File: config.mk
export PLATFORM = sky130hd
export DESIGN_NAME = apb_slave_rx_fifo
export DESIGN_NICKNAME = d
export VERILOG_FILES = /design/src/rtl/apb_ic_pkg.sv /design/src/rtl/apb_rx_fifo_mem.sv /design/src/rtl/apb_slave_rx_fifo.sv
export SDC_FILE = /design/constraint.sdc
export NUM_CORES = 1
export LEC_CHECK = 0
export CAP_MARGIN = 25
export CORE_MARGIN = 8
export CORE_UTILIZATION = 40
export DETAILED_ROUTE_END_ITERATION = 8
export PLACE_DENSITY = 0.6
export SLEW_MARGIN = 10
export SYNTH_ARGS = -nofsm -noshare
export SYNTH_HDL_FRONTEND = slang
export SYNTH_SLANG_ARGS = --single-unit
File: constraint.sdc
create_clock -name pclk -period 4.7 [get_ports pclk]
set_input_delay 0.94 -clock pclk [delete_from_list [all_inputs] [get_ports pclk]]
set_output_delay 0.94 -clock pclk [all_outputs]
set_load 0.01 [all_outputs]
File: src/rtl/apb_ic_pkg.sv
// apb_ic_pkg: constants and types shared between apb_interconnect and the blocks around it.
package apb_ic_pkg;

    localparam int DATA_WIDTH = 32;
    localparam int ADDR_WIDTH = 32;
    localparam int DROP_CNT_W = 16;

    typedef logic [DATA_WIDTH-1:0] ic_data_t;

endpackage

File: src/rtl/apb_rx_fifo_mem.sv
// apb_rx_fifo_mem: DEPTH x DATA_WIDTH register array for the receive FIFO.
// It has one clocked write port and one asynchronous read port, and is never reset.
module apb_rx_fifo_mem #(
    parameter int DATA_WIDTH = apb_ic_pkg::DATA_WIDTH,
    parameter int DEPTH      = 8
) (
    input  logic                     pclk,
    input  logic                     we,
    input  logic [$clog2(DEPTH)-1:0] waddr,
    input  logic [DATA_WIDTH-1:0]    wdata,
    input  logic [$clog2(DEPTH)-1:0] raddr,
    output logic [DATA_WIDTH-1:0]    rdata
);

    logic [DATA_WIDTH-1:0] r_mem [DEPTH];

    always_ff @(posedge pclk) begin
        if (we) begin
            r_mem[waddr] <= wdata;
        end
    end

    assign rdata = r_mem[raddr];

endmodule

File: src/rtl/apb_slave_rx_fifo.sv
// apb_slave_rx_fifo: show-ahead receive FIFO behind one apb_interconnect slave port.
// It drops beats while full and flags them. Define RX_DROP_CNT_EN to add the saturating drop_cnt port.
module apb_slave_rx_fifo #(
    parameter int DATA_WIDTH = apb_ic_pkg::DATA_WIDTH,
    parameter int DEPTH      = 8,
    parameter int AFULL_LVL  = 6
) (
    input  logic                     pclk,
    input  logic                     reset,
    input  logic [DATA_WIDTH-1:0]    slave_data,
    input  logic                     slave_valid,
    output logic [DATA_WIDTH-1:0]    rd_data,
    output logic                     rd_valid,
    input  logic                     rd_ready,
    output logic [$clog2(DEPTH):0]   level,
    output logic                     almost_full,
    output logic                     overflow,
    input  logic                     ovf_clr
`ifdef RX_DROP_CNT_EN
    ,
    output logic [apb_ic_pkg::DROP_CNT_W-1:0] drop_cnt
`endif
);

    localparam int PW = $clog2(DEPTH);
    localparam int LW = PW + 1;
    localparam logic [LW-1:0] FULL_LVL = LW'(DEPTH);
    localparam logic [LW-1:0] AFULL_L  = LW'(AFULL_LVL);

    logic [PW-1:0]         r_wr_ptr;
    logic [PW-1:0]         r_rd_ptr;
    logic [LW-1:0]         r_level;
    logic                  r_afull;
    logic                  r_ovf;
    logic [LW-1:0]         w_level_nxt;
    logic                  w_full;
    logic                  w_empty;
    logic                  w_pop;
    logic                  w_push;
    logic                  w_drop;
    logic [DATA_WIDTH-1:0] w_head;

    apb_rx_fifo_mem #(
        .DATA_WIDTH (DATA_WIDTH),
        .DEPTH      (DEPTH)
    ) u_mem (
        .pclk  (pclk),
        .we    (w_push),
        .waddr (r_wr_ptr),
        .wdata (slave_data),
        .raddr (r_rd_ptr),
        .rdata (w_head)
    );

    // A pop frees the slot in the same cycle, so a beat arriving while full is still accepted.
    assign w_full  = (r_level == FULL_LVL);
    assign w_empty = (r_level == '0);
    assign w_pop   = !w_empty && rd_ready;
    assign w_push  = slave_valid && (!w_full || w_pop);
    assign w_drop  = slave_valid && w_full && !w_pop;

    always_comb begin
        w_level_nxt = r_level;
        if (w_push && !w_pop) begin
            w_level_nxt = r_level + LW'(1);
        end else if (!w_push && w_pop) begin
            w_level_nxt = r_level - LW'(1);
        end
    end

    always_ff @(posedge pclk or negedge reset) begin
        if (!reset) begin
            r_wr_ptr <= '0;
            r_rd_ptr <= '0;
            r_level  <= '0;
            r_afull  <= 1'b0;
        end else begin
            if (w_push) begin
                r_wr_ptr <= r_wr_ptr + PW'(1);
            end
            if (w_pop) begin
                r_rd_ptr <= r_rd_ptr + PW'(1);
            end
            r_level <= w_level_nxt;
            r_afull <= (w_level_nxt >= AFULL_L);
        end
    end

    // A drop in the same cycle as ovf_clr wins, so no loss goes unreported.
    always_ff @(posedge pclk or negedge reset) begin
        if (!reset) begin
            r_ovf <= 1'b0;
        end else if (w_drop) begin
            r_ovf <= 1'b1;
        end else if (ovf_clr) begin
            r_ovf <= 1'b0;
        end
    end

`ifdef RX_DROP_CNT_EN
    localparam logic [apb_ic_pkg::DROP_CNT_W-1:0] CNT_MAX = '1;
    logic [apb_ic_pkg::DROP_CNT_W-1:0] r_drop_cnt;

    always_ff @(posedge pclk or negedge reset) begin
        if (!reset) begin
            r_drop_cnt <= '0;
        end else if (ovf_clr) begin
            r_drop_cnt <= w_drop ? apb_ic_pkg::DROP_CNT_W'(1) : '0;
        end else if (w_drop && (r_drop_cnt != CNT_MAX)) begin
            r_drop_cnt <= r_drop_cnt + apb_ic_pkg::DROP_CNT_W'(1);
        end
    end

    assign drop_cnt = r_drop_cnt;
`endif

    assign rd_valid    = !w_empty;
    assign rd_data     = w_empty ? '0 : w_head;
    assign level       = r_level;
    assign almost_full = r_afull;
    assign overflow    = r_ovf;

endmodule

==> results.sh, run 1 <==
export IMPL_cts_tree="done"
export IMPL_endpoint_kind="primary output"
export IMPL_yosys_warnings=0
export IMPL_max_vdd_ir_drop_uv=365
export IMPL_syn_inst=493
export IMPL_dieWidth_um=178
export IMPL_h_tree_depth=1
export IMPL_p_leak_nw=4.18
export IMPL_cp_max_fo=20
export IMPL_clock_sinks=268
export IMPL_arrival_ns=2.91
export IMPL_finalCritPeriodShare_pct=82.0
export IMPL_skew_ns=0.0171
export IMPL_status="complete, no violations"
export IMPL_grt_pass1_vias=5390
export IMPL_max_stage_delay_ns=0.63
export IMPL_coreArea_um2=25900
export IMPL_gp_congestion=0.757
export IMPL_ys_ff_latch=268
export IMPL_critPathSlowestCell="dfrtp_4"
export IMPL_synth_area_top_cells="edfxtp_1 73%, mux4_2 14%, mux2i_1 3.2%"
export IMPL_nNetsFinal=628
export IMPL_maxCapViolCount=0
export IMPL_slew_headroom_pct=31.0
export IMPL_cp_start_kind="flip-flop"
export IMPL_grt_total_usage_pct=12.9
export IMPL_antenna_found_initial=1
export IMPL_post_route_util_pct=49.0
export IMPL_grt_pass1_wl_mm=31.7
export IMPL_post_dp_hpwl_mm=11.7
export IMPL_rsz0062_at_grt="no"
export IMPL_worst_setup_path_type="flip-flop to primary output"
export IMPL_diodes=0
export IMPL_synth_mux_area_share_pct=17.3
export IMPL_worstHoldStart="overflow"
export IMPL_critical_path_buf_inv_count=2
export IMPL_seq_area_frac_synth_pct=76.0
export IMPL_area_delta_synth_final_pct=20.8
export IMPL_ys_async_sr_fraction_pct=4.48
export IMPL_clk_latency_ns=0.54
export IMPL_initial_core_util_pct=40.6
export IMPL_numPortBuffers=75
export IMPL_route_layer_met1_wl_mm=9.00
export IMPL_syn_area_um2=10500
export IMPL_yosys_area_top_type_share_pct=73.1
export IMPL_wl_met2_mm=9.99
export IMPL_synth_top_family_by_area="multiplexers"
export IMPL_setup_viol=0
export IMPL_hold_viol_final=0
export IMPL_synth_avg_cell_area_um2=21.3
export IMPL_synth_compound_area_share_pct=0.833
export IMPL_fin_crit_ns=3.85
export IMPL_route_detailed_drc=0
export IMPL_ys_flop_type="edfxtp_1"
export IMPL_synthSimpleGateAreaFrac_pct=3.20
export IMPL_dr_wl_met3_um=969
export IMPL_powerDensity_nw_per_um2=639
export IMPL_routed_wl_mm=20.3
export IMPL_wire_per_inst_um=21.5
export IMPL_worstPathRequired_ns=3.76
export IMPL_synth_largest_area_cell="edfxtp_1"
export IMPL_path_cells="buf_4 > mux4_2 > mux2i_1 > nor2_1 > clkdlybuf4s50_1"
export IMPL_drive_gt1_share_pct=22.7
export IMPL_drt_pass1_iter_count=7
export IMPL_std_cell_rows=59
export IMPL_fp_dieH_um=178
export IMPL_io_pins=76
export IMPL_drv_slew=0
export IMPL_root_buffer="clkbuf_16"
export IMPL_ys_types=39
export IMPL_fmax_mhz=259
export IMPL_die_area_um2=31700
export IMPL_synth_xor_area_share_pct=0.417
export IMPL_yosysMostFrequentCell="edfxtp_1"
export IMPL_cp_top_family="buffers and inverters"
export IMPL_highest_layer="met5"
export IMPL_cts_buffers=29
export IMPL_vias=4883
export IMPL_fin_tns_setup_ns=0
export IMPL_min_path_type="flip-flop to flip-flop"
export IMPL_drt_iter0_drc=308
export IMPL_cts_buffer_depth=3
export IMPL_path_clk_slew_ns=0.06
export IMPL_regToRegSetupSlack_ns=1.98
export IMPL_post_cts_resized=0
export IMPL_grt_remaining_overflow=0
export IMPL_post_cts_buffers=0
export IMPL_vias_per_cell=5.17
export IMPL_hold_buffers=0
export IMPL_synth_fa_ha_area_share_pct=0.476
export IMPL_grt_max_degree=67
export IMPL_worstMarginPinSlew_ns=1.04
export IMPL_ant_nets=0
export IMPL_syn_nets=534
export IMPL_r2r_start="level[1]"
export IMPL_synth_edf_count=256
export IMPL_crit_start="r_rd_ptr[0]"
export IMPL_synth_commonest_cells="256 x edfxtp_1, 64 x mux4_2, 42 x nor2_1, 34 x mux2i_1"
kinds of logic after synthesis:
kind of cell / after synthesis
xor gates and xnor gates: 5
AOI/OAI and AO/OA: 12
adders and majority gates: 4
and+or+nand+nor: 71
buffers and inverters: 32
muxes: 101
DFF: 268
power breakdown:
part           total [W]  switching, W  internal, W  leakage [nW]
clock network    0.00227      0.000878      0.00139         0.476
registers        0.00332      0.000349      0.00297          2.47
logic            0.00252       0.00112      0.00139          1.24
layout make-up:
type,instances,area [µm²]
Timing Repair Buffer,88,898
Fill cell,2046,13200
Multi-Input combinational cell,193,2390
Tap cell,335,419
Inverter,7,26.3
Clock buffer,29,726
Sequential cell,268,8000
Clock inverter,24,243
cells in the final DEF, fill, tap and decap left out, drive strengths merged, types with 2 or more instances in the layout:
cell / Yosys / layout
bufinv: 0 / 5
mux2i: 34 / 34
o31ai: 2 / 2
nand2: 13 / 13
clkinv: 0 / 16
nor2: 42 / 42
ha: 4 / 4
xnor2: 4 / 4
clkbuf: 5 / 29
nand3: 2 / 2
inv: 7 / 9
buf: 20 / 13
o22ai: 2 / 2
dfrtp: 12 / 12
mux4: 64 / 64
clkdlybuf4s50: 0 / 75
nand2b: 5 / 5
edfxtp: 256 / 256
mux2: 3 / 3
nor3: 2 / 2
a31oi: 2 / 2
and3b: 2 / 2
through the flow:
| stage | std cells | setup slack, ns | hold WS, ns | cell area (µm²) | total power, W |
|---|---|---|---|---|---|
| 2_1_floorplan | 493 | 0.591 | 0.486 | 10500 | 0.00485 |
| 3_3_place_gp | 891 | 1.23 | 0.517 | 11700 | 0.00592 |
| 3_5_place_dp | 891 | 1.13 | 0.523 | 11700 | 0.00597 |
| 4_1_cts | 944 | 0.749 | 0.532 | 12700 | 0.00825 |
| 5_1_grt | 944 | 0.647 | 0.568 | 12700 | 0.00851 |
| 6_report | 944 | 0.846 | 0.527 | 12700 | 0.00811 |
worst min-delay path, delay by kind of cell, from the launching register on:
| family | cells | cell delay, ns |
|---|---|---|
| compound gates | 1 | 0.06 |
| flops | 1 | 0.37 |
| buf+inv | 1 | 0.05 |
worst paths after layout:
| path | endpoint | depth (start not counted) |
|---|---|---|
| worst max-delay path | rd_data[11] | 5 |
| worst max register to register | u_mem.r_mem[4][5] | 7 |
| worst min register to register | overflow | 2 |
| worst min-delay path | overflow | 2 |
| min in group asynchronous | r_wr_ptr[0] | 1 |
| max in group asynchronous | r_rd_ptr[0] | 1 |
flip-flops by register name, indices dropped and copies added (netlist names):
name	count
level	4
almost_full	1
r_wr_ptr	3
overflow	1
u_mem.r_mem	256
r_rd_ptr	3
layer usage:
layer | GRT usage, % | up-vias
met5 | 0 | -
met3 | 2.62 | 29
met4 | 2.78 | 2
met2 | 22.1 | 100
met1 | 16.9 | 2540
li1 | - | 2212
No activity file was read; power rests on OpenSTA's default activity.
==> run 2: changes to the inputs <==
- PLACE_DENSITY: 0.6 -> 0.62
- clock period: 4.7 -> 3.5 ns (I/O delays scaled with it)
==> run 2 against run 1 <==
Effect of this change:
- via count increased by 3.0%
- power up 34%
- die area is the same
- critical path type unchanged
- critical endpoint is now rd_data[10]
- highest routed layer unchanged
==> results.sh, run 2 (synthesis gave the netlist of run 1 again) <==
export IMPL_status="complete, no violations"
export IMPL_wl_met2_mm=11.1
export IMPL_powerDensity_nw_per_um2=851
export IMPL_critical_path_buf_inv_count=3
export IMPL_numPortBuffers=75
export IMPL_cts_tree="done"
export IMPL_drt_pass1_iter_count=4
export IMPL_grt_remaining_overflow=0
export IMPL_cp_start_kind="flip-flop"
export IMPL_ant_nets=0
export IMPL_h_tree_depth=1
export IMPL_slew_headroom_pct=57.7
export IMPL_drt_iter0_drc=365
export IMPL_std_cell_rows=59
export IMPL_clkPwrFrac_pct=26.1
export IMPL_fp_dieH_um=178
export IMPL_initial_core_util_pct=40.6
export IMPL_grt_max_degree=45
export IMPL_hold_ws_ns=0.537
export IMPL_path_cells="buf_4 > buf_12 > mux4_2 > mux2i_1 > nor2_1 > clkdlybuf4s50_1"
export IMPL_maxCapViolCount=0
export IMPL_switchingPower_w=0.00323
export IMPL_hold_buffers=0
export IMPL_hold_viol_final=0
export IMPL_post_dp_hpwl_mm=12.9
export IMPL_route_detailed_drc=0
export IMPL_vias_per_cell=5.21
export IMPL_highest_layer="met5"
export IMPL_final_cell_mix="256 x edfxtp_1, 75 x clkdlybuf4s50_1, 64 x mux4_2"
export IMPL_coreArea_um2=25900
export IMPL_grt_pass1_vias=5581
export IMPL_root_buffer="clkbuf_16"
export IMPL_top_register="u_mem.r_mem"
export IMPL_diodes=0
export IMPL_route_layer_met1_wl_mm=9.05
export IMPL_p_comb_share_pct=35.1
export IMPL_max_vdd_ir_drop_uv=496
export IMPL_cts_buffers=28
export IMPL_clk_latency_ns=0.53
export IMPL_dieWidth_um=178
export IMPL_cell_internal_pwr_w=0.00767
export IMPL_cp_max_fo=18
export IMPL_final_common_cell="edfxtp_1"
export IMPL_clock_sinks=268
export IMPL_grt_pass1_wl_mm=33.6
export IMPL_fmax_mhz=301
export IMPL_regToRegSetupSlack_ns=1.00
export IMPL_largest_reg_flops=256
export IMPL_max_stage_delay_ns=0.52
export IMPL_register_area_um2=7990
export IMPL_arrival_ns=2.62
export IMPL_worstPathRequired_ns=2.80
export IMPL_nFillCells=2081
export IMPL_cts_buffer_depth=3
export IMPL_skew_ns=0.00680
export IMPL_endpoint_kind="primary output"
export IMPL_drv_slew=0
export IMPL_path_clk_slew_ns=0.06
export IMPL_routed_wl_mm=21.6
export IMPL_nNetsFinal=649
export IMPL_dr_wl_met3_um=882
export IMPL_rsz0062_at_grt="no"
export IMPL_seqPwrFrac_pct=38.8
export IMPL_drive_gt1_share_pct=25.4
export IMPL_finalCritPeriodShare_pct=94.9
export IMPL_wire_per_inst_um=22.3
export IMPL_antenna_found_initial=1
export IMPL_io_pins=76
export IMPL_worst_setup_path_type="flip-flop to primary output"
export IMPL_setup_viol=0
export IMPL_die_area_um2=31700
export IMPL_p_sw_share_pct=29.6
export IMPL_area_delta_synth_final_pct=21.9
export IMPL_grt_total_usage_pct=13.9
export IMPL_fin_crit_ns=3.32
export IMPL_multi_input_area_um2=2400
export IMPL_fin_tns_setup_ns=0
export IMPL_p_leak_nw=4.26
export IMPL_worstMarginPinSlew_ns=0.632
export IMPL_gp_congestion=0.735
export IMPL_critPathSlowestCell="mux4_2"
export IMPL_cp_top_family="buffers and inverters"
export IMPL_min_path_type="flip-flop to flip-flop"
export IMPL_vias=5031
[run 2: worst paths after layout]
| kind | from | end | cells past startpoint |
|---|---|---|---|
| hold reg to reg | overflow | overflow | 2 |
| max in group asynchronous | reset | r_rd_ptr[0] | 1 |
| hold / removal | overflow | overflow | 2 |
| setup reg to reg | level[1] | u_mem.r_mem[4][10] | 7 |
| setup / recovery | r_rd_ptr[0] | rd_data[10] | 6 |
| min in group asynchronous | reset | level[0] | 1 |
[run 2: per-layer routing]
layer  GRT usage, %  up-vias
li1               -     2239
met1           17.3     2644
met2           24.6      106
met3           2.39       40
met4           3.92        2
met5              0        -
[run 2: power by group through the flow]
stage	registers (W)	clock network [W]	logic (W)
2_1_floorplan	0.00418	0	0.00233
3_3_place_gp	0.00434	0	0.00371
3_5_place_dp	0.00436	0	0.00375
4_1_cts	0.00427	0.00291	0.00383
5_1_grt	0.00427	0.00302	0.00414
6_report	0.00423	0.00285	0.00383
[run 2: area by class of cell]
class	instances	share of cell area [%]
repair buffers	110	8.39
multi-input cells	193	18.7
flip-flops and latches	268	62.4
clock inverters	18	1.17
clock buffers	34	5.81
inverters	7	0.205
well taps	335	3.27
[run 2: timing repair]
action,CTS,global route
setup endpoints to repair,19,8
hold endpoints to repair,0,0
buffers inserted,1,6
gates resized for setup,0,1
[run 2: worst min-delay path, cell delays in order (launching register included)]
cell and delay [ns]:
dfrtp_1 0.38, inv_1 0.05, o22ai_1 0.06
[run 2: through the flow]
step | setup WS (ns) | utilization, % | instances | power, W | area (µm²)
2_1_floorplan | 0.445 | - | 493 | 0.00651 | 10500
3_3_place_gp | 0.495 | 45.7 | 906 | 0.00804 | 11800
3_5_place_dp | 0.485 | 45.7 | 906 | 0.00811 | 11800
4_1_cts | 0.0403 | 49.2 | 959 | 0.0110 | 12700
5_1_grt | 0.0282 | 49.4 | 965 | 0.0114 | 12800
6_report | 0.177 | 49.4 | 965 | 0.0109 | 12800
==> run 3: changes to the inputs <==
- CAP_MARGIN: 25 -> default
- CTS_CLUSTER_DIAMETER: default -> 60
==> run 3 against run 2 <==
Effect of this change:
- sequential share of layout area up 0.25 points
- fmax up 0.47%
- critical path depth unchanged
- cell area down 0.40%
- routed wire length down 0.51%
- register-to-register slack about the same
- flip-flop and latch count unchanged
- largest cell class unchanged
==> results.sh, run 3 (synthesis gave the netlist of run 1 again) <==
export IMPL_status="complete, no violations"
export IMPL_post_route_util_pct=49.2
export IMPL_cp_start_kind="flip-flop"
export IMPL_vias_per_cell=5.22
export IMPL_clock_sinks=268
export IMPL_skew_ns=0.00702
export IMPL_area_delta_synth_final_pct=21.4
export IMPL_largest_reg_flops=256
export IMPL_drt_pass1_iter_count=4
export IMPL_final_common_cell="edfxtp_1"
export IMPL_h_tree_depth=1
export IMPL_final_cell_mix="256 x edfxtp_1, 75 x clkdlybuf4s50_1, 64 x mux4_2"
export IMPL_diodes=0
export IMPL_rsz0062_at_grt="no"
export IMPL_cts_buffers=28
export IMPL_endpoint_kind="primary output"
export IMPL_min_path_type="flip-flop to flip-flop"
export IMPL_grt_max_degree=45
export IMPL_clk_latency_ns=0.53
export IMPL_grt_pass1_vias=5590
export IMPL_vias=5030
export IMPL_setup_viol=0
export IMPL_cp_endpoint="rd_data[20]"
export IMPL_hold_viol_final=0
export IMPL_grt_total_usage_pct=13.9
export IMPL_drt_iter0_drc=329
export IMPL_ant_nets=0
export IMPL_grt_remaining_overflow=0
export IMPL_post_dp_hpwl_mm=12.9
export IMPL_nFillCells=2088
export IMPL_p_leak_nw=4.24
export IMPL_dp_cells=906
export IMPL_drive_gt1_share_pct=25.2
export IMPL_cts_tree="done"
export IMPL_root_buffer="clkbuf_16"
export IMPL_rr_worst_depth=7
export IMPL_p_total_w=0.0107
export IMPL_top_register="u_mem.r_mem"
export IMPL_fin_crit_ns=3.31
export IMPL_routed_wl_mm=21.4
export IMPL_antenna_found_initial=1
export IMPL_fmax_mhz=302
export IMPL_worst_setup_path_type="flip-flop to primary output"
export IMPL_register_area_um2=7990
export IMPL_r2r_start="level[1]"
export IMPL_io_pins=76
export IMPL_route_detailed_drc=0
export IMPL_max_vdd_ir_drop_uv=512
export IMPL_die_area_um2=31700
export IMPL_powerDensity_nw_per_um2=842
export IMPL_worstMarginPinSlew_ns=0.632
export IMPL_crit_start="level[1]"
export IMPL_finalCritPeriodShare_pct=94.5
export IMPL_numPortBuffers=75
export IMPL_initial_core_util_pct=40.6
export IMPL_multi_input_area_um2=2400
export IMPL_r2r_end="u_mem.r_mem[4][10]"
export IMPL_path_clk_slew_ns=0.06
export IMPL_final_cells=963
export IMPL_slew_headroom_pct=57.8
export IMPL_grt_pass1_wl_mm=33.5
export IMPL_coreArea_um2=25900
export IMPL_cp_max_fo=19
export IMPL_std_cell_rows=59
export IMPL_gp_congestion=0.735
export IMPL_fin_tns_setup_ns=0
export IMPL_regToRegSetupSlack_ns=0.99
export IMPL_drv_slew=0
export IMPL_fp_dieH_um=178
export IMPL_wire_per_inst_um=22.3
export IMPL_worstPathRequired_ns=2.80
export IMPL_maxCapViolCount=0
export IMPL_nNetsFinal=647
export IMPL_dieWidth_um=178
export IMPL_cts_buffer_depth=3
export IMPL_arrival_ns=2.61
## run 3: changes by cell type in the layout (fill, tap and decap cells not counted)
cell / before / now
buf_12: 4 / 5
buf_4: 29 / 26
bufinv_16: 2 / 0
clkinv_2: 7 / 9
clkinvlp_4: 3 / 2
inv_6: 0 / 1
## run 3: area by class of cell
| class | instances | area share (%) |
|---|---|---|
| inverter | 7 | 0.206 |
| clock buffer | 34 | 5.84 |
| timing repair buffer | 108 | 8.40 |
| clock inverter | 18 | 0.794 |
| tap | 335 | 3.29 |
| multi-input combinational | 193 | 18.8 |
| sequential | 268 | 62.7 |
## run 3: layer usage
metal  up-vias  GRT usage, %  part of all wire [%]
met3        38          2.39                   4.1
met2       102          24.6                    52
met1      2651          17.2                    42
li1       2237             -                     -
met4         2          3.92                   2.2
met5         -             0                 0.042
## run 3: repair_timing
item,in CTS,in global routing
resized for setup,0,1
cloned,0,0
hold buffers,0,0
setup buffers,1,4
setup endpoints to repair,19,8
hold endpoints to repair,0,0
## run 3: through the flow
step / setup WS [ns] / area, µm² / hold WS [ns]
floorplan: 0.445 / 10500 / 0.404
global placement: 0.495 / 11800 / 0.513
detailed placement: 0.485 / 11800 / 0.519
CTS: 0.0403 / 12700 / 0.537
global route: 0.0281 / 12800 / 0.574
finish: 0.193 / 12800 / 0.537
## run 3: where the power goes
group	leakage (nW)	switching [W]	internal (W)
Sequential	2.47	0.000241	0.00399
Combinational	1.36	0.00180	0.00201
Clock	0.418	0.00118	0.00152
Total	4.24	0.00322	0.00752
## run 3: how the worst min path moves through the flow
stage / startpoint / endpoint / slack [ns] / depth (start not counted)
after floorplan: reset / almost_full / 0.40 / 0
after global placement: r_wr_ptr[0] / r_wr_ptr[0] / 0.51 / 2
after detailed placement: r_wr_ptr[0] / r_wr_ptr[0] / 0.52 / 2
after CTS: overflow / overflow / 0.54 / 2
after global routing: r_wr_ptr[0] / r_wr_ptr[0] / 0.57 / 2
final: overflow / overflow / 0.54 / 2
## run 3: critical path, cell delays in order, from the launching register on
cell and delay [ns]:
dfrtp_1 0.48, inv_1 0.12, ha_1 0.28, nor3b_4 0.19, buf_6 0.20, nor2_1 0.21
clkdlybuf4s50_1 0.58
